$ cat config.mk
export PLATFORM = sky130hd
export DESIGN_NAME = fp_div_seq
export DESIGN_NICKNAME = d
export VERILOG_FILES = /design/src/rtl/fp_div_seq.sv
export SDC_FILE = /design/constraint.sdc
export NUM_CORES = 1
export LEC_CHECK = 0
export ABC_AREA = 1
export CAP_MARGIN = 20
export CORE_MARGIN = 2
export CORE_UTILIZATION = 34
export CTS_CLUSTER_DIAMETER = 60
export CTS_CLUSTER_SIZE = 8
export DETAILED_ROUTE_END_ITERATION = 8
export PLACE_DENSITY_LB_ADDON = 0.25
export SLEW_MARGIN = 20
export SYNTH_ARGS = -nofsm -noshare
export SYNTH_HDL_FRONTEND = slang
export SYNTH_SLANG_ARGS = --single-unit
$ cat constraint.sdc
create_clock -name clk -period 3.52 [get_ports clk]
set_input_delay 0.704 -clock clk [delete_from_list [all_inputs] [get_ports clk]]
set_output_delay 0.704 -clock clk [all_outputs]
set_load 0.02 [all_outputs]
$ cat src/rtl/fp_div_seq.sv
// rtl/fp_div_seq.sv - iterative IEEE-754 divider, one restoring-division quotient bit per clock
module fp_div_seq #(
  parameter int EXP_W = 8,
  parameter int MAN_W = 23
) (
  input  logic                 clk,
  input  logic                 rst_n,
  input  logic                 in_valid,
  output logic                 in_ready,
  input  logic [EXP_W+MAN_W:0] in1,
  input  logic [EXP_W+MAN_W:0] in2,
  output logic                 out_valid,
  input  logic                 out_ready,
  output logic [EXP_W+MAN_W:0] out,
  output logic                 flag_invalid,
  output logic                 flag_dz,
  output logic                 flag_ovf,
  output logic                 flag_unf
);

  localparam int W  = 1 + EXP_W + MAN_W;
  localparam int SW = MAN_W + 1;
  localparam int QW = MAN_W + 3;
  localparam int RW = MAN_W + 2;
  localparam int EW = EXP_W + 2;
  localparam int LW = $clog2(SW + 1);
  localparam int CW = $clog2(QW);
  localparam logic signed [EW-1:0] BIAS  = EW'((1 << (EXP_W - 1)) - 1);
  localparam logic signed [EW-1:0] EMAX  = EW'((1 << EXP_W) - 1);
  localparam logic signed [EW-1:0] EZERO = '0;
  localparam logic [W-1:0] QNAN = {1'b0, {EXP_W{1'b1}}, 1'b1, {(MAN_W-1){1'b0}}};

  typedef enum logic [1:0] {S_IDLE, S_CALC, S_ROUND, S_DONE} state_t;
  state_t r_state, w_next;

  logic                 r_sign;
  logic signed [EW-1:0] r_exp;
  logic [RW-1:0]        r_rem;
  logic [SW-1:0]        r_div;
  logic [QW-1:0]        r_quo;
  logic [CW-1:0]        r_cnt;
  logic [W-1:0]         r_out;
  logic                 r_inv, r_dz, r_ovf, r_unf;

  function automatic logic [LW-1:0] f_lzc(input logic [SW-1:0] v);
    f_lzc = LW'(SW);
    for (int i = 0; i < SW; i++) begin
      if (v[i]) f_lzc = LW'(SW - 1 - i);
    end
  endfunction

  logic [EXP_W-1:0] w_e1, w_e2;
  logic [MAN_W-1:0] w_f1, w_f2;
  logic w_nan1, w_nan2, w_inf1, w_inf2, w_zero1, w_zero2, w_special, w_sign;
  assign w_e1 = in1[W-2:MAN_W];
  assign w_e2 = in2[W-2:MAN_W];
  assign w_f1 = in1[MAN_W-1:0];
  assign w_f2 = in2[MAN_W-1:0];
  assign w_nan1  = (&w_e1) & (|w_f1);
  assign w_nan2  = (&w_e2) & (|w_f2);
  assign w_inf1  = (&w_e1) & ~(|w_f1);
  assign w_inf2  = (&w_e2) & ~(|w_f2);
  assign w_zero1 = ~(|w_e1) & ~(|w_f1);
  assign w_zero2 = ~(|w_e2) & ~(|w_f2);
  assign w_special = w_nan1 | w_nan2 | w_inf1 | w_inf2 | w_zero1 | w_zero2;
  assign w_sign = in1[W-1] ^ in2[W-1];

  // Subnormals: biased exponent behaves as 1, then the leading-zero shift lowers it further
  logic [SW-1:0] w_sig1, w_sig2, w_nsig1, w_nsig2;
  logic [LW-1:0] w_lz1, w_lz2;
  logic signed [EW-1:0] w_x1, w_x2, w_exp;
  assign w_sig1  = {|w_e1, w_f1};
  assign w_sig2  = {|w_e2, w_f2};
  assign w_lz1   = f_lzc(w_sig1);
  assign w_lz2   = f_lzc(w_sig2);
  assign w_nsig1 = w_sig1 << w_lz1;
  assign w_nsig2 = w_sig2 << w_lz2;
  assign w_x1  = $signed(EW'(w_e1 | EXP_W'(~|w_e1))) - $signed(EW'(w_lz1));
  assign w_x2  = $signed(EW'(w_e2 | EXP_W'(~|w_e2))) - $signed(EW'(w_lz2));
  assign w_exp = w_x1 - w_x2 + BIAS;

  logic [W-1:0] w_sp_out;
  logic w_sp_inv, w_sp_dz;
  always_comb begin
    w_sp_out = {w_sign, {(W-1){1'b0}}};
    w_sp_inv = 1'b0;
    w_sp_dz  = 1'b0;
    if (w_nan1 | w_nan2 | (w_zero1 & w_zero2) | (w_inf1 & w_inf2)) begin
      w_sp_out = QNAN;
      w_sp_inv = 1'b1;
    end else if (w_inf1) begin
      w_sp_out = {w_sign, {EXP_W{1'b1}}, {MAN_W{1'b0}}};
    end else if (w_zero2) begin
      w_sp_out = {w_sign, {EXP_W{1'b1}}, {MAN_W{1'b0}}};
      w_sp_dz  = 1'b1;
    end
  end

  logic          w_ge;
  logic [RW-1:0] w_sub, w_rem_sel;
  assign w_ge      = r_rem >= {1'b0, r_div};
  assign w_sub     = r_rem - {1'b0, r_div};
  assign w_rem_sel = w_ge ? w_sub : r_rem;

  logic [QW-1:0]        w_qn;
  logic signed [EW-1:0] w_en, w_er;
  logic [SW-1:0]        w_mant;
  logic [SW:0]          w_mr;
  logic [MAN_W-1:0]     w_frac;
  logic                 w_g, w_st, w_rup;
  assign w_qn   = r_quo[QW-1] ? r_quo : {r_quo[QW-2:0], 1'b0};
  assign w_en   = r_quo[QW-1] ? r_exp : r_exp - EW'(1);
  assign w_mant = w_qn[QW-1:2];
  assign w_g    = w_qn[1];
  assign w_st   = w_qn[0] | (|r_rem);
  assign w_rup  = w_g & (w_st | w_mant[0]);
  assign w_mr   = {1'b0, w_mant} + {{SW{1'b0}}, w_rup};
  assign w_er   = w_mr[SW] ? w_en + EW'(1) : w_en;
  assign w_frac = w_mr[SW] ? w_mr[MAN_W:1] : w_mr[MAN_W-1:0];

  logic [W-1:0] w_rnd_out;
  logic w_rnd_ovf, w_rnd_unf;
  always_comb begin
    w_rnd_out = {r_sign, w_er[EXP_W-1:0], w_frac};
    w_rnd_ovf = 1'b0;
    w_rnd_unf = 1'b0;
    if (w_er >= EMAX) begin
      w_rnd_out = {r_sign, {EXP_W{1'b1}}, {MAN_W{1'b0}}};
      w_rnd_ovf = 1'b1;
    end else if (w_er <= EZERO) begin
      w_rnd_out = {r_sign, {(W-1){1'b0}}};
      w_rnd_unf = 1'b1;
    end
  end

  always_ff @(posedge clk or negedge rst_n) begin
    if (!rst_n) r_state <= S_IDLE;
    else        r_state <= w_next;
  end

  always_comb begin
    w_next    = r_state;
    in_ready  = 1'b0;
    out_valid = 1'b0;
    case (r_state)
      S_IDLE: begin
        in_ready = 1'b1;
        if (in_valid) w_next = w_special ? S_DONE : S_CALC;
      end
      S_CALC:  if (r_cnt == CW'(QW - 1)) w_next = S_ROUND;
      S_ROUND: w_next = S_DONE;
      S_DONE: begin
        out_valid = 1'b1;
        if (out_ready) w_next = S_IDLE;
      end
      default: w_next = S_IDLE;
    endcase
  end

  always_ff @(posedge clk or negedge rst_n) begin
    if (!rst_n) begin
      r_sign <= 1'b0;
      r_exp  <= '0;
      r_rem  <= '0;
      r_div  <= '0;
      r_quo  <= '0;
      r_cnt  <= '0;
      r_out  <= '0;
      r_inv  <= 1'b0;
      r_dz   <= 1'b0;
      r_ovf  <= 1'b0;
      r_unf  <= 1'b0;
    end else begin
      case (r_state)
        S_IDLE: if (in_valid) begin
          r_sign <= w_sign;
          r_exp  <= w_exp;
          r_rem  <= {1'b0, w_nsig1};
          r_div  <= w_nsig2;
          r_quo  <= '0;
          r_cnt  <= '0;
          if (w_special) begin
            r_out <= w_sp_out;
            r_inv <= w_sp_inv;
            r_dz  <= w_sp_dz;
            r_ovf <= 1'b0;
            r_unf <= 1'b0;
          end
        end
        S_CALC: begin
          r_rem <= w_rem_sel << 1;
          r_quo <= {r_quo[QW-2:0], w_ge};
          r_cnt <= r_cnt + CW'(1);
        end
        S_ROUND: begin
          r_out <= w_rnd_out;
          r_inv <= 1'b0;
          r_dz  <= 1'b0;
          r_ovf <= w_rnd_ovf;
          r_unf <= w_rnd_unf;
        end
        default: ;
      endcase
    end
  end

  assign out          = r_out;
  assign flag_invalid = r_inv;
  assign flag_dz      = r_dz;
  assign flag_ovf     = r_ovf;
  assign flag_unf     = r_unf;

endmodule

==> results.sh, run 1 <==
export IMPL_status="complete, but fails checks"
export IMPL_violations="setup timing"
export IMPL_synth_edf_count=0
export IMPL_initial_core_util_pct=34.7
export IMPL_fillers=3335
export IMPL_placed_cells=2476
export IMPL_die_area_um2=35900
export IMPL_path_class="in -> reg"
export IMPL_worst_pin_slew_ps=612
export IMPL_cts_inserted_buffers=17
export IMPL_ys_types=61
export IMPL_syn_to_final_growth_pct=42.9
export IMPL_die_h_um=190
export IMPL_ys_flop_type="dfrtp_1"
export IMPL_power_leakage_uw=0.00786
export IMPL_syn_area_um2=11700
export IMPL_ys_ff_latch=129
export IMPL_fin_area_um2=16700
export IMPL_setup_violations=9
export IMPL_cts_max_level=4
export IMPL_num_vias=13200
export IMPL_reg2reg_from="r_quo[25]"
export IMPL_min_path_type="in -> async"
export IMPL_crit_slowest_cell="or4_4"
export IMPL_critical_path_buf_inv_count=9
export IMPL_cap_violations=0
export IMPL_nNetsFinal=2236
export IMPL_fin_tns_setup_ps=-5380
export IMPL_io_pins=106
export IMPL_hold_viol_final=0
export IMPL_slew_viol_final=0
export IMPL_wl_per_cell_um=15.0
export IMPL_synth_top_area_share_pct=27.6
export IMPL_clock_skew_ps=13.6
export IMPL_critPathLaunchType="primary input"
export IMPL_cp_arrival_ps=4830
export IMPL_grt_max_degree=50
export IMPL_antenna_found_initial=0
export IMPL_clock_root_buffer="clkbuf_16"
export IMPL_coreArea_um2=33700
export IMPL_stdcell_count=2565
export IMPL_ff_latch_area_um2=3230
export IMPL_grt_pass1_wl_mm=60.6
export IMPL_required_ps=3820
export IMPL_yosysWarningCount=0
export IMPL_rows=67
export IMPL_rsz0062_at_grt="true"
export IMPL_ys_seq_area_share_pct=27.6
export IMPL_die_width_um=190
export IMPL_yosysMostFrequentCell="nand2_1"
export IMPL_overflow=0
export IMPL_cp_top_family="simple AND/OR/NAND/NOR gates"
export IMPL_clk_pin_slew_ps=60
export IMPL_grt_pass1_vias=12300
export IMPL_fin_crit_sh_pct=129
export IMPL_cts_sinks=129
export IMPL_ant_nets=0
export IMPL_wl_mm=38.6
export IMPL_synth_async_reset_ratio_pct=100
export IMPL_cp_end_kind="register"
export IMPL_dp_hpwl_mm=28.9
export IMPL_hold_buffers=0
export IMPL_placed_area_um2=14900
export IMPL_post_route_drc_count=0
export IMPL_fmax_mhz=221
export IMPL_powerDensity_nw_per_um2=734
export IMPL_critPathMaxStageDelay_ps=530
export IMPL_setup_slack_ps=-1010
export IMPL_dr_first_iter_drc_count=882
export IMPL_worstSkewPairLatency_ps=430
export IMPL_crit_fanout=3
export IMPL_cts_tree="built"
export IMPL_antenna_cells=0
export IMPL_finalCriticalPeriod_ps=4530
export IMPL_hold_slack_ps=275
export IMPL_syn_avg_cell_area_um2=6.62
export IMPL_portBuffers=105
export IMPL_firstDrtPassIters=6
export IMPL_startpoint="in1[28]"
export IMPL_ys_top_cells_by_area="dfrtp_1, nand2_1, nand3_1"
export IMPL_synth_nets=1900
export IMPL_grtUsageTotal_pct=20.5
export IMPL_viasPerCell=5.14
export IMPL_synth_common_cells="nand2_1, nand3_1, inv_1, dfrtp_1, nor2_1"
export IMPL_yosysTopAreaCell="dfrtp_1"
export IMPL_drive_above_1_share_pct=24.2
export IMPL_slew_headroom_pct=59.2
export IMPL_multi_input_area_um2=8180
export IMPL_ir_worst_vdd_uv=437
export IMPL_cts_buffer_depth=2
export IMPL_place_gp_congestion=0.929
export IMPL_synth_cells=1768
==> cells in the final DEF (no fill, tap or decap), drive strengths merged, types with 4 or more instances in the layout <==
cell type	synthesis	routed
or2	4	4
o22ai	34	34
nor2	133	133
dfrtp	129	129
xnor2	24	24
inv	214	221
clkbuf	50	27
clkdlybuf4s50	0	79
ha	60	60
nand4	24	24
nor4	29	29
nor3	23	23
xor2	42	42
buf	16	282
clkinv	5	8
fa	4	4
dlygate4sd2	0	8
o21ai	141	141
a2bb2oi	9	9
nand3	233	233
o31ai	10	10
a21oi	110	110
a31oi	10	10
nand2	432	432
o211ai	5	5
==> worst paths after layout <==
path	slack [ps]	cells past startpoint	to
worst max-delay path	-1010	29	r_exp[9]
min in group clk	480	2	out[17]
worst min register to register	480	2	out[17]
worst max register to register	0	22	out[13]
worst min-delay path	280	1	r_div[8]
max in group asynchronous	2470	2	out[3]
==> power by group <==
| part | leakage (µW) | switching (µW) | internal, µW |
|---|---|---|---|
| sequential | 0.00164 | 471 | 2140 |
| combinational | 0.00594 | 4610 | 3280 |
| clock | 0.000283 | 763 | 1010 |
==> final cells by class <==
type	instances	area share, %
clock buffer	18	2.63
clock inverter	14	0.853
inverter	219	5.02
multi-input combinational	1354	48.9
sequential	129	19.3
tap	448	3.35
timing repair buffer	383	19.9
==> per-stage QoR <==
stage               setup slack [ps]  total power, µW  utilization (%)
detailed placement             -1770             9620             44.1
CTS                             -988            11500             47.1
global route                   -1240            13300             49.6
floorplan                      -1230             7480                -
global placement               -1670             9480             44.1
finish                         -1010            12300             49.6
==> kinds of logic (layout without fill, tap and decap cells) <==
| family | Yosys count | in the layout | synth area share [%] |
|---|---|---|---|
| buffers and inverters | 285 | 634 | 9.61 |
| AOI/OAI and AO/OA | 341 | 341 | 17.1 |
| and+or+nand+nor | 883 | 883 | 33.5 |
| xor gates and xnor gates | 66 | 66 | 5.10 |
| adders and majority gates | 64 | 64 | 7.10 |
| DFF | 129 | 129 | 27.6 |
==> flip-flops by register name (all words and copies together), names as in the netlist <==
signal,cells
r_quo,26
flag_ovf,1
r_sign,1
r_state,2
r_cnt,5
r_exp,10
flag_invalid,1
flag_dz,1
flag_unf,1
out,32
r_rem,25
r_div,24
==> metal layers <==
| metal | track usage (%) | share of wire [%] | vias to the layer above |
|---|---|---|---|
| li1 | - | - | 6630 |
| met1 | 27.0 | 44 | 6205 |
| met2 | 35.8 | 50 | 313 |
| met3 | 1.96 | 3.9 | 48 |
| met4 | 5.55 | 2.2 | 0 |
| met5 | 0 | 0 | - |
==> repair_timing <==
action,in CTS,in global routing
cloned,0,6
setup endpoints to repair,37,46
pin swaps,58,96
buffers inserted,30,23
resized for setup,111,155
No activity file was read; power rests on OpenSTA's default activity.
==> run 2: changes to the inputs <==
--- a/config.mk
+++ b/config.mk
@@ -13,7 +13,6 @@
 export CTS_CLUSTER_SIZE = 8
 export DETAILED_ROUTE_END_ITERATION = 8
 export PLACE_DENSITY_LB_ADDON = 0.25
-export SLEW_MARGIN = 20
 export SYNTH_ARGS = -nofsm -noshare
 export SYNTH_HDL_FRONTEND = slang
 export SYNTH_SLANG_ARGS = --single-unit
==> results of run 2 <==
No change in the layout: final DEF, timing and power equal those of run 1.
==> run 3: changes to the inputs <==
--- a/config.mk
+++ b/config.mk
@@ -7,11 +7,13 @@
 export LEC_CHECK = 0
 export ABC_AREA = 1
 export CAP_MARGIN = 20
+export CORE_ASPECT_RATIO = 1.2
 export CORE_MARGIN = 2
 export CORE_UTILIZATION = 34
 export CTS_CLUSTER_DIAMETER = 60
 export CTS_CLUSTER_SIZE = 8
 export DETAILED_ROUTE_END_ITERATION = 8
+export GPL_ROUTABILITY_DRIVEN = 1
 export PLACE_DENSITY_LB_ADDON = 0.25
 export SYNTH_ARGS = -nofsm -noshare
 export SYNTH_HDL_FRONTEND = slang
==> results.sh, run 3 (same netlist as run 1, synthesis figures left out) <==
export IMPL_cp_arrival_ps=4890
export IMPL_fin_crit_sh_pct=130
export IMPL_syn_to_final_growth_pct=46.8
export IMPL_clockPowerShare_pct=14.1
export IMPL_crit_slowest_cell="fa_2"
export IMPL_critPathMaxStageDelay_ps=400
export IMPL_clock_skew_ps=11.9
export IMPL_setup_slack_ps=-1060
export IMPL_status="complete, but fails checks"
export IMPL_required_ps=3830
export IMPL_place_gp_congestion=0.960
export IMPL_pre_cts_ws_ps=-1790
export IMPL_num_vias=13300
export IMPL_viasPerCell=5.06
export IMPL_ant_nets=0
export IMPL_setup_violations=23
export IMPL_drive_above_1_share_pct=26.4
export IMPL_grt_max_degree=75
export IMPL_worstSkewPairLatency_ps=430
export IMPL_largest_reg_flops=32
export IMPL_fin_tns_setup_ps=-5750
export IMPL_initial_core_util_pct=34.4
export IMPL_overflow=0
export IMPL_antenna_found_initial=0
export IMPL_cts_inserted_buffers=17
export IMPL_path_class="in -> reg"
export IMPL_fin_area_um2=17200
export IMPL_seqPwrFrac_pct=20.7
export IMPL_grt_pass1_wl_mm=63.6
export IMPL_layout_commonest_cell="nand2_1"
export IMPL_switching_share_pct=47.3
export IMPL_firstDrtPassIters=5
export IMPL_die_area_um2=35900
export IMPL_slew_viol_final=0
export IMPL_io_pins=106
export IMPL_post_route_util_pct=50.6
export IMPL_nNetsFinal=2292
export IMPL_wl_mm=39.2
export IMPL_power_frac_comb_pct=65.2
export IMPL_grt_pass1_vias=12900
export IMPL_layout_common_cells="nand2_1, buf_4, nand3_1"
export IMPL_dr_first_iter_drc_count=876
export IMPL_portBuffers=105
export IMPL_power_leakage_uw=0.00815
export IMPL_cts_max_level=4
export IMPL_crit_fanout=2
export IMPL_fmax_mhz=218
export IMPL_grtUsageTotal_pct=21.4
export IMPL_placed_area_um2=15100
export IMPL_rsz0062_at_grt="true"
export IMPL_p_switching_uw=5940
export IMPL_clock_root_buffer="clkbuf_16"
export IMPL_die_h_um=207
export IMPL_dp_hpwl_mm=29.8
export IMPL_cts_buffer_depth=2
export IMPL_critPathLaunchType="primary input"
export IMPL_clk_pin_slew_ps=70
export IMPL_coreArea_um2=34000
export IMPL_cts_sinks=129
export IMPL_min_path_type="in -> async"
export IMPL_hold_slack_ps=97.2
export IMPL_powerDensity_nw_per_um2=731
export IMPL_p_int_uw=6610
export IMPL_cp_end_kind="register"
export IMPL_finalCriticalPeriod_ps=4580
export IMPL_hold_viol_final=0
export IMPL_rows=74
export IMPL_antenna_cells=0
export IMPL_slew_headroom_pct=51.9
export IMPL_worst_pin_slew_ps=717
export IMPL_path_common_cell="nand2_1"
export IMPL_cap_violations=0
export IMPL_post_route_drc_count=0
export IMPL_cts_tree="built"
export IMPL_violations="setup timing"
export IMPL_die_width_um=173
export IMPL_wl_per_cell_um=14.9
export IMPL_ir_worst_vdd_uv=412
## run 3: cell count changes in the layout (fill, tap and decap cells not counted), sizes merged
| cell | delta |
|---|---|
| dlygate4sd2 | +4 |
| clkdlybuf4s15 | +2 |
| clkdlybuf4s50 | -2 |
| buf | +60 |
| clkinvlp | +1 |
| inv | +2 |
| dlymetal6s2s | -2 |
| clkinv | -3 |
| clkbuf | -6 |
## run 3: what timing repair did
item | 4_1_cts | 5_1_grt
hold buffers | 0 | 0
setup buffers | 66 | 21
endpoints found under the setup margin | 17 | 65
gates resized for setup | 186 | 108
pin swaps | 58 | 71
gates cloned | 0 | 5
## run 3: metrics by stage
step,std cells,power (µW)
after floorplan,1768,7480
after global placement,2515,9770
after detailed placement,2515,9880
after CTS,2606,11900
after global routing,2629,13700
final,2629,12600
## run 3: path summary, 6_finish.rpt
path	depth (start not counted)	from	slack [ps]	endpoint
worst min-delay path	1	rst_n	100	out[5]
worst max register to register	21	r_quo[25]	-50	out[21]
max in group asynchronous	2	rst_n	2530	r_quo[25]
min in group clk	2	out[12]	480	out[12]
worst min register to register	2	out[12]	480	out[12]
worst max-delay path	44	in1[1]	-1060	r_exp[8]
## run 3: final cells by class
class	instances	area [µm²]
fillers	3348	16800
multi-input cells	1354	8250
repair buffers	439	3710
flip-flops and latches	129	3230
inverters	219	840
well taps	456	571
clock buffers	18	439
clock inverters	14	141
## run 3: routing by layer
metal	global-route usage, %	part of all wire [%]	wire length (µm)	vias up
li1	-	-	-	6733
met1	26.7	43	16700	6188
met2	37.7	50	19700	305
met3	2.78	3.8	1500	68
met4	7.71	3.4	1320	0
met5	0	0	0	-
## run 3: power by group through the flow
stage / combinational [µW] / clock (µW) / sequential [µW]
2_1_floorplan: 4840 / 0 / 2640
3_3_place_gp: 7180 / 0 / 2590
3_5_place_dp: 7270 / 0 / 2610
4_1_cts: 7520 / 1810 / 2590
5_1_grt: 9110 / 1870 / 2690
6_report: 8180 / 1770 / 2600
## run 3: critical path, delay by kind of cell
| kind | cells | cell delay (ps) |
|---|---|---|
| simple gates | 30 | 1920 |
| fa+ha+maj | 4 | 1140 |
| buf+inv | 5 | 410 |
| compound gates | 3 | 390 |
| xor+xnor | 2 | 280 |
